$ cat src/rtl/i2c_pkg.sv
// i2c_pkg: shared types and constants for the I2C master controller.
// Holds the FSM state enum, quarter-phase codes and bus ACK/NACK levels.
package i2c_pkg;

    typedef enum logic [3:0] {
        S_IDLE,
        S_STRT,
        S_ADDR,
        S_AACK,
        S_WBYTE,
        S_WACK,
        S_RBYTE,
        S_RACK,
        S_STOP
    } state_t;

    localparam logic [1:0] Q0 = 2'd0;
    localparam logic [1:0] Q1 = 2'd1;
    localparam logic [1:0] Q2 = 2'd2;
    localparam logic [1:0] Q3 = 2'd3;

    localparam logic ACK_LVL  = 1'b0;
    localparam logic NACK_LVL = 1'b1;

endpackage

$ cat src/rtl/i2c_master_ctrl_if.sv
// i2c_master_ctrl_if: command, data and I2C pin bundle of the controller.
// master = controller side, slave = host/bus-model side.
interface i2c_master_ctrl_if;

    logic       iSDA;
    logic       START;
    logic [6:0] ADDR;
    logic       RW;
    logic [2:0] NBYTES;
    logic [7:0] TX_DATA;
    logic       TX_LOAD;
    logic [7:0] RX_DATA;
    logic       RX_VALID;
    logic       SCL;
    logic       oSDA;
    logic       BUSY;
    logic       DONE;
    logic       NACK;

    modport master (
        input  iSDA, START, ADDR, RW, NBYTES, TX_DATA,
        output TX_LOAD, RX_DATA, RX_VALID, SCL, oSDA, BUSY, DONE, NACK
    );

    modport slave (
        output iSDA, START, ADDR, RW, NBYTES, TX_DATA,
        input  TX_LOAD, RX_DATA, RX_VALID, SCL, oSDA, BUSY, DONE, NACK
    );

endinterface

$ cat src/rtl/i2c_qtr_timer.sv
// i2c_qtr_timer: divides CLK into SCL quarter-bit ticks.
// Ports: CLK, RESET_N, i_en (count), i_clr (sync clear), o_tick (last cycle).
module i2c_qtr_timer #(
    parameter int QTR_CYC = 2
) (
    input  logic CLK,
    input  logic RESET_N,
    input  logic i_en,
    input  logic i_clr,
    output logic o_tick
);

    localparam logic [7:0] LAST = 8'(QTR_CYC - 1);

    logic [7:0] r_cnt;

    always_ff @(posedge CLK or negedge RESET_N) begin
        if (!RESET_N) begin
            r_cnt <= 8'd0;
        end else if (i_clr) begin
            r_cnt <= 8'd0;
        end else if (i_en) begin
            r_cnt <= (r_cnt == LAST) ? 8'd0 : r_cnt + 8'd1;
        end
    end

    assign o_tick = i_en && (r_cnt == LAST);

endmodule

$ cat src/rtl/i2c_master_ctrl.sv
// i2c_master_ctrl: I2C master issuing START, address+RW, 0..7 data bytes, STOP.
// Ports: CLK, RESET_N (async active-low), bus (i2c_master_ctrl_if.master).
module i2c_master_ctrl
    import i2c_pkg::*;
#(
    parameter int QTR_CYC = 2
) (
    input logic               CLK,
    input logic               RESET_N,
    i2c_master_ctrl_if.master bus
);

    state_t     r_state;
    state_t     w_next;
    logic [1:0] r_q;
    logic [2:0] r_bit;
    logic [2:0] r_left;
    logic [7:0] r_shift;
    logic       r_rw;
    logic       r_sda_s;
    logic       r_nack;
    logic       r_done;
    logic [7:0] r_rx;
    logic       r_rxv;

    logic       w_tick;
    logic       w_run;
    logic       w_busy;
    logic       w_accept;
    logic       w_slot_end;
    logic       w_q2_end;
    logic       w_last_bit;
    logic       w_hi;
    logic       w_scl;
    logic       w_sda;
    logic       w_txld;

    // r_done keeps BUSY up through the DONE cycle so a new START waits.
    assign w_busy     = (r_state != S_IDLE) || r_done;
    assign w_accept   = (r_state == S_IDLE) && bus.START && !w_busy;
    assign w_run      = (r_state != S_IDLE);
    assign w_slot_end = w_tick && (r_q == Q3);
    assign w_q2_end   = w_tick && (r_q == Q2);
    assign w_last_bit = w_slot_end && (r_bit == 3'd7);
    assign w_hi       = (r_q == Q2) || (r_q == Q3);

    i2c_qtr_timer #(
        .QTR_CYC (QTR_CYC)
    ) u_tmr (
        .CLK     (CLK),
        .RESET_N (RESET_N),
        .i_en    (w_run),
        .i_clr   (w_accept),
        .o_tick  (w_tick)
    );

    always_ff @(posedge CLK or negedge RESET_N) begin
        if (!RESET_N) r_state <= S_IDLE;
        else          r_state <= w_next;
    end

    always_comb begin
        w_next = r_state;
        w_scl  = 1'b1;
        w_sda  = 1'b1;
        w_txld = 1'b0;
        unique case (r_state)
            S_IDLE: begin
                if (w_accept) w_next = S_STRT;
            end
            S_STRT: begin
                w_sda = (r_q == Q0) || (r_q == Q1);
                if (w_slot_end) w_next = S_ADDR;
            end
            S_ADDR: begin
                w_scl = w_hi;
                w_sda = r_shift[7];
                if (w_last_bit) w_next = S_AACK;
            end
            S_AACK, S_WACK: begin
                w_scl = w_hi;
                if (w_slot_end) begin
                    if (r_sda_s == NACK_LVL || r_left == 3'd0) begin
                        w_next = S_STOP;
                    end else if (r_rw) begin
                        w_next = S_RBYTE;
                    end else begin
                        w_next = S_WBYTE;
                        w_txld = 1'b1;
                    end
                end
            end
            S_WBYTE: begin
                w_scl = w_hi;
                w_sda = r_shift[7];
                if (w_last_bit) w_next = S_WACK;
            end
            S_RBYTE: begin
                w_scl = w_hi;
                if (w_last_bit) w_next = S_RACK;
            end
            S_RACK: begin
                w_scl = w_hi;
                // r_left is already decremented for the byte just read.
                w_sda = (r_left == 3'd0) ? NACK_LVL : ACK_LVL;
                if (w_slot_end) begin
                    w_next = (r_left == 3'd0) ? S_STOP : S_RBYTE;
                end
            end
            S_STOP: begin
                w_scl = w_hi;
                w_sda = (r_q == Q3);
                if (w_slot_end) w_next = S_IDLE;
            end
            default: w_next = S_IDLE;
        endcase
    end

    always_ff @(posedge CLK or negedge RESET_N) begin
        if (!RESET_N) begin
            r_q     <= Q0;
            r_bit   <= 3'd0;
            r_left  <= 3'd0;
            r_shift <= 8'h00;
            r_rw    <= 1'b0;
            r_sda_s <= 1'b1;
            r_nack  <= 1'b0;
            r_done  <= 1'b0;
            r_rx    <= 8'h00;
            r_rxv   <= 1'b0;
        end else begin
            r_done <= (r_state == S_STOP) && w_slot_end;
            r_rxv  <= 1'b0;

            if (w_accept) begin
                r_q    <= Q0;
                r_bit  <= 3'd0;
                r_left <= bus.NBYTES;
                r_rw   <= bus.RW;
                r_nack <= 1'b0;
            end else begin
                if (w_tick) r_q <= r_q + 2'd1;
                if (w_slot_end && (r_state == S_ADDR || r_state == S_WBYTE
                                   || r_state == S_RBYTE)) begin
                    r_bit <= r_bit + 3'd1;
                end
                if (w_last_bit && (r_state == S_WBYTE || r_state == S_RBYTE)
                    && r_left != 3'd0) begin
                    r_left <= r_left - 3'd1;
                end
                if (w_slot_end && (r_state == S_AACK || r_state == S_WACK)
                    && r_sda_s == NACK_LVL) begin
                    r_nack <= 1'b1;
                end
            end

            if (w_q2_end) r_sda_s <= bus.iSDA;

            if (w_accept) begin
                r_shift <= {bus.ADDR, bus.RW};
            end else if (w_txld) begin
                r_shift <= bus.TX_DATA;
            end else if (w_slot_end && (r_state == S_ADDR || r_state == S_WBYTE)) begin
                r_shift <= {r_shift[6:0], 1'b0};
            end else if (w_q2_end && r_state == S_RBYTE) begin
                r_shift <= {r_shift[6:0], bus.iSDA};
            end

            if (w_last_bit && r_state == S_RBYTE) begin
                r_rx  <= r_shift;
                r_rxv <= 1'b1;
            end
        end
    end

    assign bus.SCL      = w_scl;
    assign bus.oSDA     = w_sda;
    assign bus.TX_LOAD  = w_txld;
    assign bus.BUSY     = w_busy;
    assign bus.DONE     = r_done;
    assign bus.NACK     = r_nack;
    assign bus.RX_DATA  = r_rx;
    assign bus.RX_VALID = r_rxv;

endmodule

$ cat src/flat_wrapper.sv
// flat-port wrapper written by rule: the top's interface ports become plain ports
module i2c_master_ctrl_flat import i2c_pkg::*;
#(
    parameter int QTR_CYC = 2
)
  (CLK, RESET_N, bus_iSDA, bus_START, bus_ADDR, bus_RW, bus_NBYTES, bus_TX_DATA, bus_TX_LOAD, bus_RX_DATA, bus_RX_VALID, bus_SCL, bus_oSDA, bus_BUSY, bus_DONE, bus_NACK);
  i2c_master_ctrl_if bus_i ();
  input logic CLK;
  input logic RESET_N;
  input wire logic [$bits(bus_i.iSDA)-1:0] bus_iSDA;
  input wire logic [$bits(bus_i.START)-1:0] bus_START;
  input wire logic [$bits(bus_i.ADDR)-1:0] bus_ADDR;
  input wire logic [$bits(bus_i.RW)-1:0] bus_RW;
  input wire logic [$bits(bus_i.NBYTES)-1:0] bus_NBYTES;
  input wire logic [$bits(bus_i.TX_DATA)-1:0] bus_TX_DATA;
  output wire logic [$bits(bus_i.TX_LOAD)-1:0] bus_TX_LOAD;
  output wire logic [$bits(bus_i.RX_DATA)-1:0] bus_RX_DATA;
  output wire logic [$bits(bus_i.RX_VALID)-1:0] bus_RX_VALID;
  output wire logic [$bits(bus_i.SCL)-1:0] bus_SCL;
  output wire logic [$bits(bus_i.oSDA)-1:0] bus_oSDA;
  output wire logic [$bits(bus_i.BUSY)-1:0] bus_BUSY;
  output wire logic [$bits(bus_i.DONE)-1:0] bus_DONE;
  output wire logic [$bits(bus_i.NACK)-1:0] bus_NACK;
  assign bus_i.iSDA = bus_iSDA;
  assign bus_i.START = bus_START;
  assign bus_i.ADDR = bus_ADDR;
  assign bus_i.RW = bus_RW;
  assign bus_i.NBYTES = bus_NBYTES;
  assign bus_i.TX_DATA = bus_TX_DATA;
  assign bus_TX_LOAD = bus_i.TX_LOAD;
  assign bus_RX_DATA = bus_i.RX_DATA;
  assign bus_RX_VALID = bus_i.RX_VALID;
  assign bus_SCL = bus_i.SCL;
  assign bus_oSDA = bus_i.oSDA;
  assign bus_BUSY = bus_i.BUSY;
  assign bus_DONE = bus_i.DONE;
  assign bus_NACK = bus_i.NACK;
  i2c_master_ctrl #(.QTR_CYC(QTR_CYC)) u_core (.CLK(CLK), .RESET_N(RESET_N), .bus(bus_i));
endmodule
$ cat config.mk
export PLATFORM = sky130hd
export DESIGN_NAME = i2c_master_ctrl_flat
export DESIGN_NICKNAME = d
export VERILOG_FILES = /design/src/rtl/i2c_pkg.sv /design/src/rtl/i2c_master_ctrl_if.sv /design/src/rtl/i2c_qtr_timer.sv /design/src/rtl/i2c_master_ctrl.sv /design/src/flat_wrapper.sv
export SDC_FILE = /design/constraint.sdc
export NUM_CORES = 1
export LEC_CHECK = 0
export CAP_MARGIN = 20
export CORE_MARGIN = 4
export CORE_UTILIZATION = 40
export CTS_CLUSTER_DIAMETER = 30
export DETAILED_ROUTE_END_ITERATION = 6
export PLACE_DENSITY_LB_ADDON = 0.15
export REMOVE_ABC_BUFFERS = 1
export SETUP_SLACK_MARGIN = 0.02
export SYNTH_ARGS = -nofsm -noshare
export SYNTH_HDL_FRONTEND = slang
export SYNTH_HIERARCHICAL = 1
export SYNTH_SLANG_ARGS = --single-unit
$ cat constraint.sdc
create_clock -name CLK -period 7.3 [get_ports CLK]
set_input_delay 1.46 -clock CLK [delete_from_list [all_inputs] [get_ports CLK]]
set_output_delay 1.46 -clock CLK [all_outputs]
set_load 0.005 [all_outputs]
==> results of run 1 <==
[Yosys cell counts (all sizes together) (4+ instances only)]
master and number:
a21oi 9, a31oi 9, buf 4, dfrtp 40
ha 10, inv 10, mux2 21, nand2 24
nand3 8, nor2 30, nor3 5, o21ai 19
xnor2 7
[worst reg2reg max path, delay by kind of cell (launching register included)]
kind	cells	cell delay, ns
simple gates	7	2.02
flops	1	0.51
mux	1	0.41
[cell families (layout without fill, tap and decap cells)]
group	after synthesis	count (layout)	synth area share
fa+ha+maj	10	10	0.0540
compound gates	48	48	0.125
flops	41	41	0.444
xor+xnor	9	9	0.0421
simple gates	89	89	0.194
mux	22	22	0.106
buf+inv	17	55	0.0346
[worst paths after layout]
path / startpoint / to / slack (ns) / depth (start not counted)
worst min-delay path: u_core/bus.RX_DATA[7]$_DFFE_PN0P_ / u_core/bus.RX_DATA[7]$_DFFE_PN0P_ / 0.51 / 1
worst max-delay path: u_core/u_tmr/r_cnt[1]$_DFFE_PN0P_ / bus_TX_LOAD / 2.93 / 8
max in group asynchronous: RESET_N / u_core/r_state[2]$_DFFE_PN0P_ / 5.46 / 1
min in group asynchronous: RESET_N / u_core/u_tmr/r_cnt[7]$_DFFE_PN0P_ / 1.29 / 1
worst min register to register: u_core/bus.RX_DATA[7]$_DFFE_PN0P_ / u_core/bus.RX_DATA[7]$_DFFE_PN0P_ / 0.51 / 1
worst max register to register: u_core/r_state[2]$_DFFE_PN0P_ / u_core/r_shift[4]$_DFFE_PN0P_ / 4.25 / 8
[layout make-up]
| class | instances | area (sq um) | area share |
|---|---|---|---|
| Tap cell | 72 | 90.1 | 0.0321 |
| Clock buffer | 8 | 80.1 | 0.0285 |
| Sequential cell | 41 | 1030 | 0.366 |
| Timing Repair Buffer | 37 | 365 | 0.130 |
| Multi-Input combinational cell | 178 | 1210 | 0.430 |
| Inverter | 10 | 37.5 | 0.0134 |
[state kept, by name (all words and copies together), names as in the netlist]
register	cells
u_core/bus.DONE	1
u_core/u_tmr/r_cnt	8
u_core/bus.RX_DATA	8
u_core/r_sda_s	1
u_core/r_q	2
u_core/bus.RX_VALID	1
u_core/r_rw	1
u_core/r_left	3
u_core/r_state	4
u_core/r_bit	3
u_core/r_shift	8
u_core/bus.NACK	1
[cell usage in the layout, fill, tap and decap left out, types with 2 or more instances in the layout]
master	n
a31oi_1	9
nand2b_1	2
a21oi_1	9
o22ai_1	2
clkbuf_8	5
nor2b_1	2
ha_1	10
or3_1	3
mux2_2	21
or2_2	2
nor3_1	5
xor2_1	2
and3_1	2
clkdlybuf4s50_1	36
nand2_1	24
a22o_1	2
clkbuf_1	3
nand3_1	8
nor2_1	29
inv_1	9
o21ai_0	19
xnor2_1	6
nand4_1	2
dfrtp_1	40
[power groups by stage]
stage	Combinational (mW)	Sequential [mW]	Clock, mW
3_3_place_gp	0.415	0.365	0
2_1_floorplan	0.305	0.347	0
3_5_place_dp	0.415	0.369	0
5_1_grt	0.472	0.377	0.156
6_report	0.416	0.365	0.142
4_1_cts	0.418	0.364	0.148
[per-layer routing]
layer | vias up | track usage | wire, um
met1 | 849 | 0.211 | 2380
met4 | 0 | 0.0468 | 61
met2 | 39 | 0.229 | 2260
li1 | 906 | - | -
met3 | 6 | 0.0365 | 232
met5 | - | 0 | 0
[per-stage QoR]
stage / instances / instance area, sq um / setup WS (ns)
final: 346 / 2810 / 2.93
after global placement: 338 / 2730 / 3.34
after detailed placement: 338 / 2730 / 3.30
after CTS: 346 / 2810 / 2.95
after global routing: 346 / 2810 / 2.73
after floorplan: 229 / 2270 / 4.05
==> summary.md, run 1 <==
| Metric | Value |
|---|---|
| CTS sink count | 41 |
| Post-Syn Area | approximately 0.0023 sq mm |
| Synth warn | 6 |
| Die Ht | ~84 um |
| Max cap viols | 0 |
| Io pins | 38 |
| Area of the core | about 0.0056 sq mm |
| Clk pin slew, worst setup/hold paths | 0.08 ns |
| Vias in the first global route | roughly 1.8k |
| Synth Instances | 236 |
| Seq/Total Area, Yosys | 0.444 |
| Max incr delay on CP | around 0.52 ns |
| PortBufs | 37 |
| Status | finished clean |
| Initial antenna violation count | 0 |
| Post-Route Setup TNS | 0 ns |
| Count of different cell masters after synthesis | 48 |
| DR vias | 1800 |
| Total GRT Usage | 0.150 |
| Filler instances | ~560 |
| Final WL | 4930 um |
| Width of the die | ~84 um |
| Cell-internal power | 557 uW |
| Drt first pass iters | 4 |
| Endpoints failing setup | 0 |
| Crit path kind | reg -> out |
| Worst clock skew | between 0.006 and 0.007 ns |
| P_leak | 1.22 nW |
| Post-synth top area share | 0.432 |
| Max_slew headroom | 0.411 |
| Switch Pwr | ~370 uW |
| First-pass GRT wire length | around 8600 um |
| Max Fclk | between 200 and 250 MHz |
| Antenna cells | 0 |
| Final hold vios | 0 |
| Crit path cell chain | inv_1, ha_1, nor4b_1, and3_1, and2_1, or2b_4, nor2_4, clkdlybuf4s50_1 |
| CTS Buf Count | 5 |
| Clock power share | 0.154 |
| Setup crit start kind | register |
| Power Total | 922 uW |
| Final worst path period share | 0.599 |
| EDFF count, synth | 0 |
| Worst Hold Class | reg -> reg |
| Comb pwr share | 0.451 |
| CP required | roughly 6 ns |
| Remaining DRCs | 0 |
| Async SR Flop Fraction | 1.00 |
| Max-slew violation count | 0 |
| Cell area power density | around 330 mW/mm^2 |
| GR Overflow Total | 0 |
| Flops & latches, synth | 41 |
| Primary FF master, synth | dfrtp_1 |
| Critical path arrival | between 2 and 3 ns |
| CP max FO | 9 |
| Max VDD drop | around 150 uV |
| Die Area | just over 0.007 sq mm |
| Worst-Skew Late Latency | 0.29 ns |
| Post-DRT Antenna Nets | 0 |
| Switching share of power | 0.396 |
| Via density | around 5.2 |
| WL/cell | 14.3 um |
| Minimum clock period | 4.37 ns |
| Setup Buffers After CTS | 0 |
| Hold-fix buffers, CTS | 0 |
| Global placement routability congestion | 0.930 |
| Drt first-iter violations | between 100 and 150 |
| CP top delay family | simple AND/OR/NAND/NOR gates |
| Final nets | roughly 300 |
| CTS Buffer Depth | 2 |
| CTS tree | done |
| Syn Area/Cell | between 9 and 10 sq um |
| Post-cts resize count | 0 |
| Slowest CP cell | clkdlybuf4s50_1 |
| Clock root cell | clkbuf_8 |
| Post-synth top area cell | dfrtp_1 |
| Worst-Margin Slew | 0.884 ns |
| Layout cells sized above 1 | 0.135 |
| Buf/Inv on CP | 2 |
| Crit end category | output port |
| Hold Slack | between 0.5 and 0.6 ns |
| Post-DP HPWL | approximately 3700 um |
| RSZ-0062 raised after global routing | no |
| Pin count of the biggest net entering global routing | 42 |
| Area Growth Syn to Fin | 21.3% |
| CTS H-tree depth | 2 |
| Row count | 27 |
| Initial core utilization | 0.415 |
| Seq pwr share | 0.395 |
| Share of the core filled with cells | 0.504 |
| Top post-synthesis cells by area | dfrtp_1, mux2_2, ha_1 |
Power figures use the tool's default switching activity.
==> run 2: changes to the inputs <==
- clock period: 7.3 -> 4.5 ns (I/O delays scaled with it)
==> run 2 against run 1 <==
Register-to-register slack got worse by 2.8 ns; non-clock buffer count did not move; sequential share of layout area fell by 0.13 points; count of clock-buffer cells in the layout did not move; final area rose by 0.36%; global-route usage fell by 0.22 points.
==> summary.md, run 2 (synthesis gave the netlist of run 1 again) <==
| Metric | Value |
|---|---|
| Commonest non-fill, non-tap cell in the layout | dfrtp_1 |
| GR Overflow Total | 0 (unchanged) |
| Worst-Margin Slew | 0.881 ns (-0.00309 ns) |
| Hold-fix buffers, CTS | 0 (unchanged) |
| Endpoints failing setup | 0 (unchanged) |
| Minimum clock period | 3.79 ns |
| Worst slack, placed | 1.05 ns (-2.25 ns) |
| CP startpoint | u_core/u_tmr/r_cnt[1]$_DFFE_PN0P_ |
| RSZ-0062 raised after global routing | no |
| Worst-Skew Late Latency | 0.29 ns (about the same) |
| Remaining DRCs | 0 (unchanged) |
| Vias in the first global route | 1774 (-1.3%) |
| Antenna cells | 0 (unchanged) |
| Cell Count, Final, Fillers Out | 346 (unchanged) |
| Io pins | 38 (unchanged) |
| Hold Crit Endpoint | u_core/r_bit[1]$_DFFE_PN0P_ |
| Post-Route Setup TNS | 0 ns (unchanged) |
| Hold depth | 1 (unchanged) |
| Post-cts resize count | 0 (unchanged) |
| P_leak | 1.23 nW (+0.49%) |
| Most frequent cells in the layout | dfrtp_1, clkdlybuf4s50_1, nor2_1 |
| Met1 Usage GRT | 0.204 (-0.00643) |
| Crit path kind | reg -> out |
| Crit end category | output port |
| Via density | 5.26 (+1.1%) |
| CTS Buffer Depth | 2 (unchanged) |
| WL/cell | 14.2 um (-0.67%) |
| Pin count of the biggest net entering global routing | 42 (unchanged) |
| Post-Place Cells | 338 (unchanged) |
| Final nets | 306 (unchanged) |
| RR Endpoint | u_core/r_shift[4]$_DFFE_PN0P_ |
| Top Usage Layer GRT | met2 |
| Worst r2r src | u_core/r_state[2]$_DFFE_PN0P_ |
| PortBufs | 37 (unchanged) |
| Clk pin slew, worst setup/hold paths | 0.08 ns (about the same) |
| CTS H-tree depth | 2 (unchanged) |
| Drt first-iter violations | 155 (+21%) |
| FF-to-FF setup slack | 1.50 ns (-2.75 ns) |
| Max-slew violation count | 0 (unchanged) |
| Row count | 27 (unchanged) |
| Hold path start | u_core/r_bit[1]$_DFFE_PN0P_ |
| M2 GR Usage | 0.217 (-0.0115) |
| Worst Hold Class | reg -> reg |
| CP top delay family | simple AND/OR/NAND/NOR gates |
| Cell area power density | 535 mW/mm^2 (+63%) |
| Crit path cell chain | inv_1, ha_1, nor4b_1, and3_1, and2_1, or2b_4, nor2_4, clkdlybuf4s50_1 |
| Final worst path period share | 0.842 |
| CTS sink count | 41 (unchanged) |
| Setup crit start kind | register |
| First-pass GRT wire length | 8420 um (-2.5%) |
| Slowest CP cell | clkdlybuf4s50_1 |
| Final hold vios | 0 (unchanged) |
| Max incr delay on CP | 0.52 ns (about the same) |
| Max VDD drop | 221 uV (+51%) |
| DR vias | 1820 (+1.1%) |
| Global placement routability congestion | 0.930 (about the same) |
| Area of the core | 0.00557 sq mm (unchanged) |
| Width of the die | 84.1 um (unchanged) |
| Power Total | 1.51 mW (+63%) |
| Buf/Inv on CP | 2 (unchanged) |
| Area Growth Syn to Fin | 21.7% |
| R2R cell count | 8 (unchanged) |
| Critical path arrival | 2.89 ns (-0.02 ns) |
| Max cap viols | 0 (unchanged) |
| Max_slew headroom | 0.413 (+0.00206) |
| Final worst setup slack | 0.713 ns (-2.21 ns) |
| CTS tree | done |
| CP max FO | 9 (unchanged) |
| Worst clock skew | 0.00653 ns (+0.000224 ns) |
| Clock root cell | clkbuf_8 |
| Die Area | 0.00707 sq mm (unchanged) |
| GR Util met3 | 0.0365 (unchanged) |
| Die Ht | 84.1 um (unchanged) |
| Post-DP HPWL | 3680 um (+0.38%) |
| Total GRT Usage | 0.148 (-0.00218) |
| Post-DRT Antenna Nets | 0 (unchanged) |
| Drt first pass iters | 5 (+1) |
| Final WL | 4900 um (-0.67%) |
| CP required | 3.60 ns (-2.24 ns) |
| Status | finished clean |
| Max Fclk | 264 MHz |
| Layout cells sized above 1 | 0.139 (+0.00365) |
| CTS Buf Count | 5 (unchanged) |
| Initial core utilization | 0.415 (unchanged) |
| Setup Buffers After CTS | 0 (unchanged) |
| Initial antenna violation count | 0 (unchanged) |
-- run 2: layer usage --
layer / vias to the layer above / share of wire
met2: 47 / 0.46
met5: - / 0
met1: 853 / 0.47
met3: 11 / 0.048
li1: 909 / -
met4: 0 / 0.024
-- run 2: per-stage QoR --
| step | hold WS (ns) | cell area, sq um | utilization |
|---|---|---|---|
| floorplan | 0.470 | 2270 | - |
| global placement | 0.490 | 2730 | 0.490 |
| detailed placement | 0.493 | 2730 | 0.490 |
| CTS | 0.512 | 2820 | 0.506 |
| global route | 0.533 | 2820 | 0.506 |
| finish | 0.506 | 2820 | 0.506 |
-- run 2: final cells by class --
type                    count  area (sq um)
fillers                   556          2760
multi-input cells         178          1210
well taps                  72          90.1
repair buffers             37           365
inverters                  10          37.5
flip-flops and latches     41          1030
clock buffers               8          90.1
-- run 2: how the worst max path moves through the flow --
stage | end | cells past startpoint | slack, ns
final | bus_TX_LOAD | 8 | 0.71
after global routing | bus_TX_LOAD | 8 | 0.46
after floorplan | bus_TX_LOAD | 7 | 1.81
after detailed placement | bus_TX_LOAD | 8 | 1.05
after CTS | bus_TX_LOAD | 8 | 0.70
after global placement | bus_TX_LOAD | 8 | 1.10
-- run 2: report_power, final --
| group | internal (mW) | switching (mW) | total, mW | leakage [nW] |
|---|---|---|---|---|
| Clock | 0.125 | 0.118 | 0.243 | 0.0455 |
| Sequential | 0.472 | 0.117 | 0.589 | 0.536 |
| Combinational | 0.321 | 0.355 | 0.676 | 0.643 |
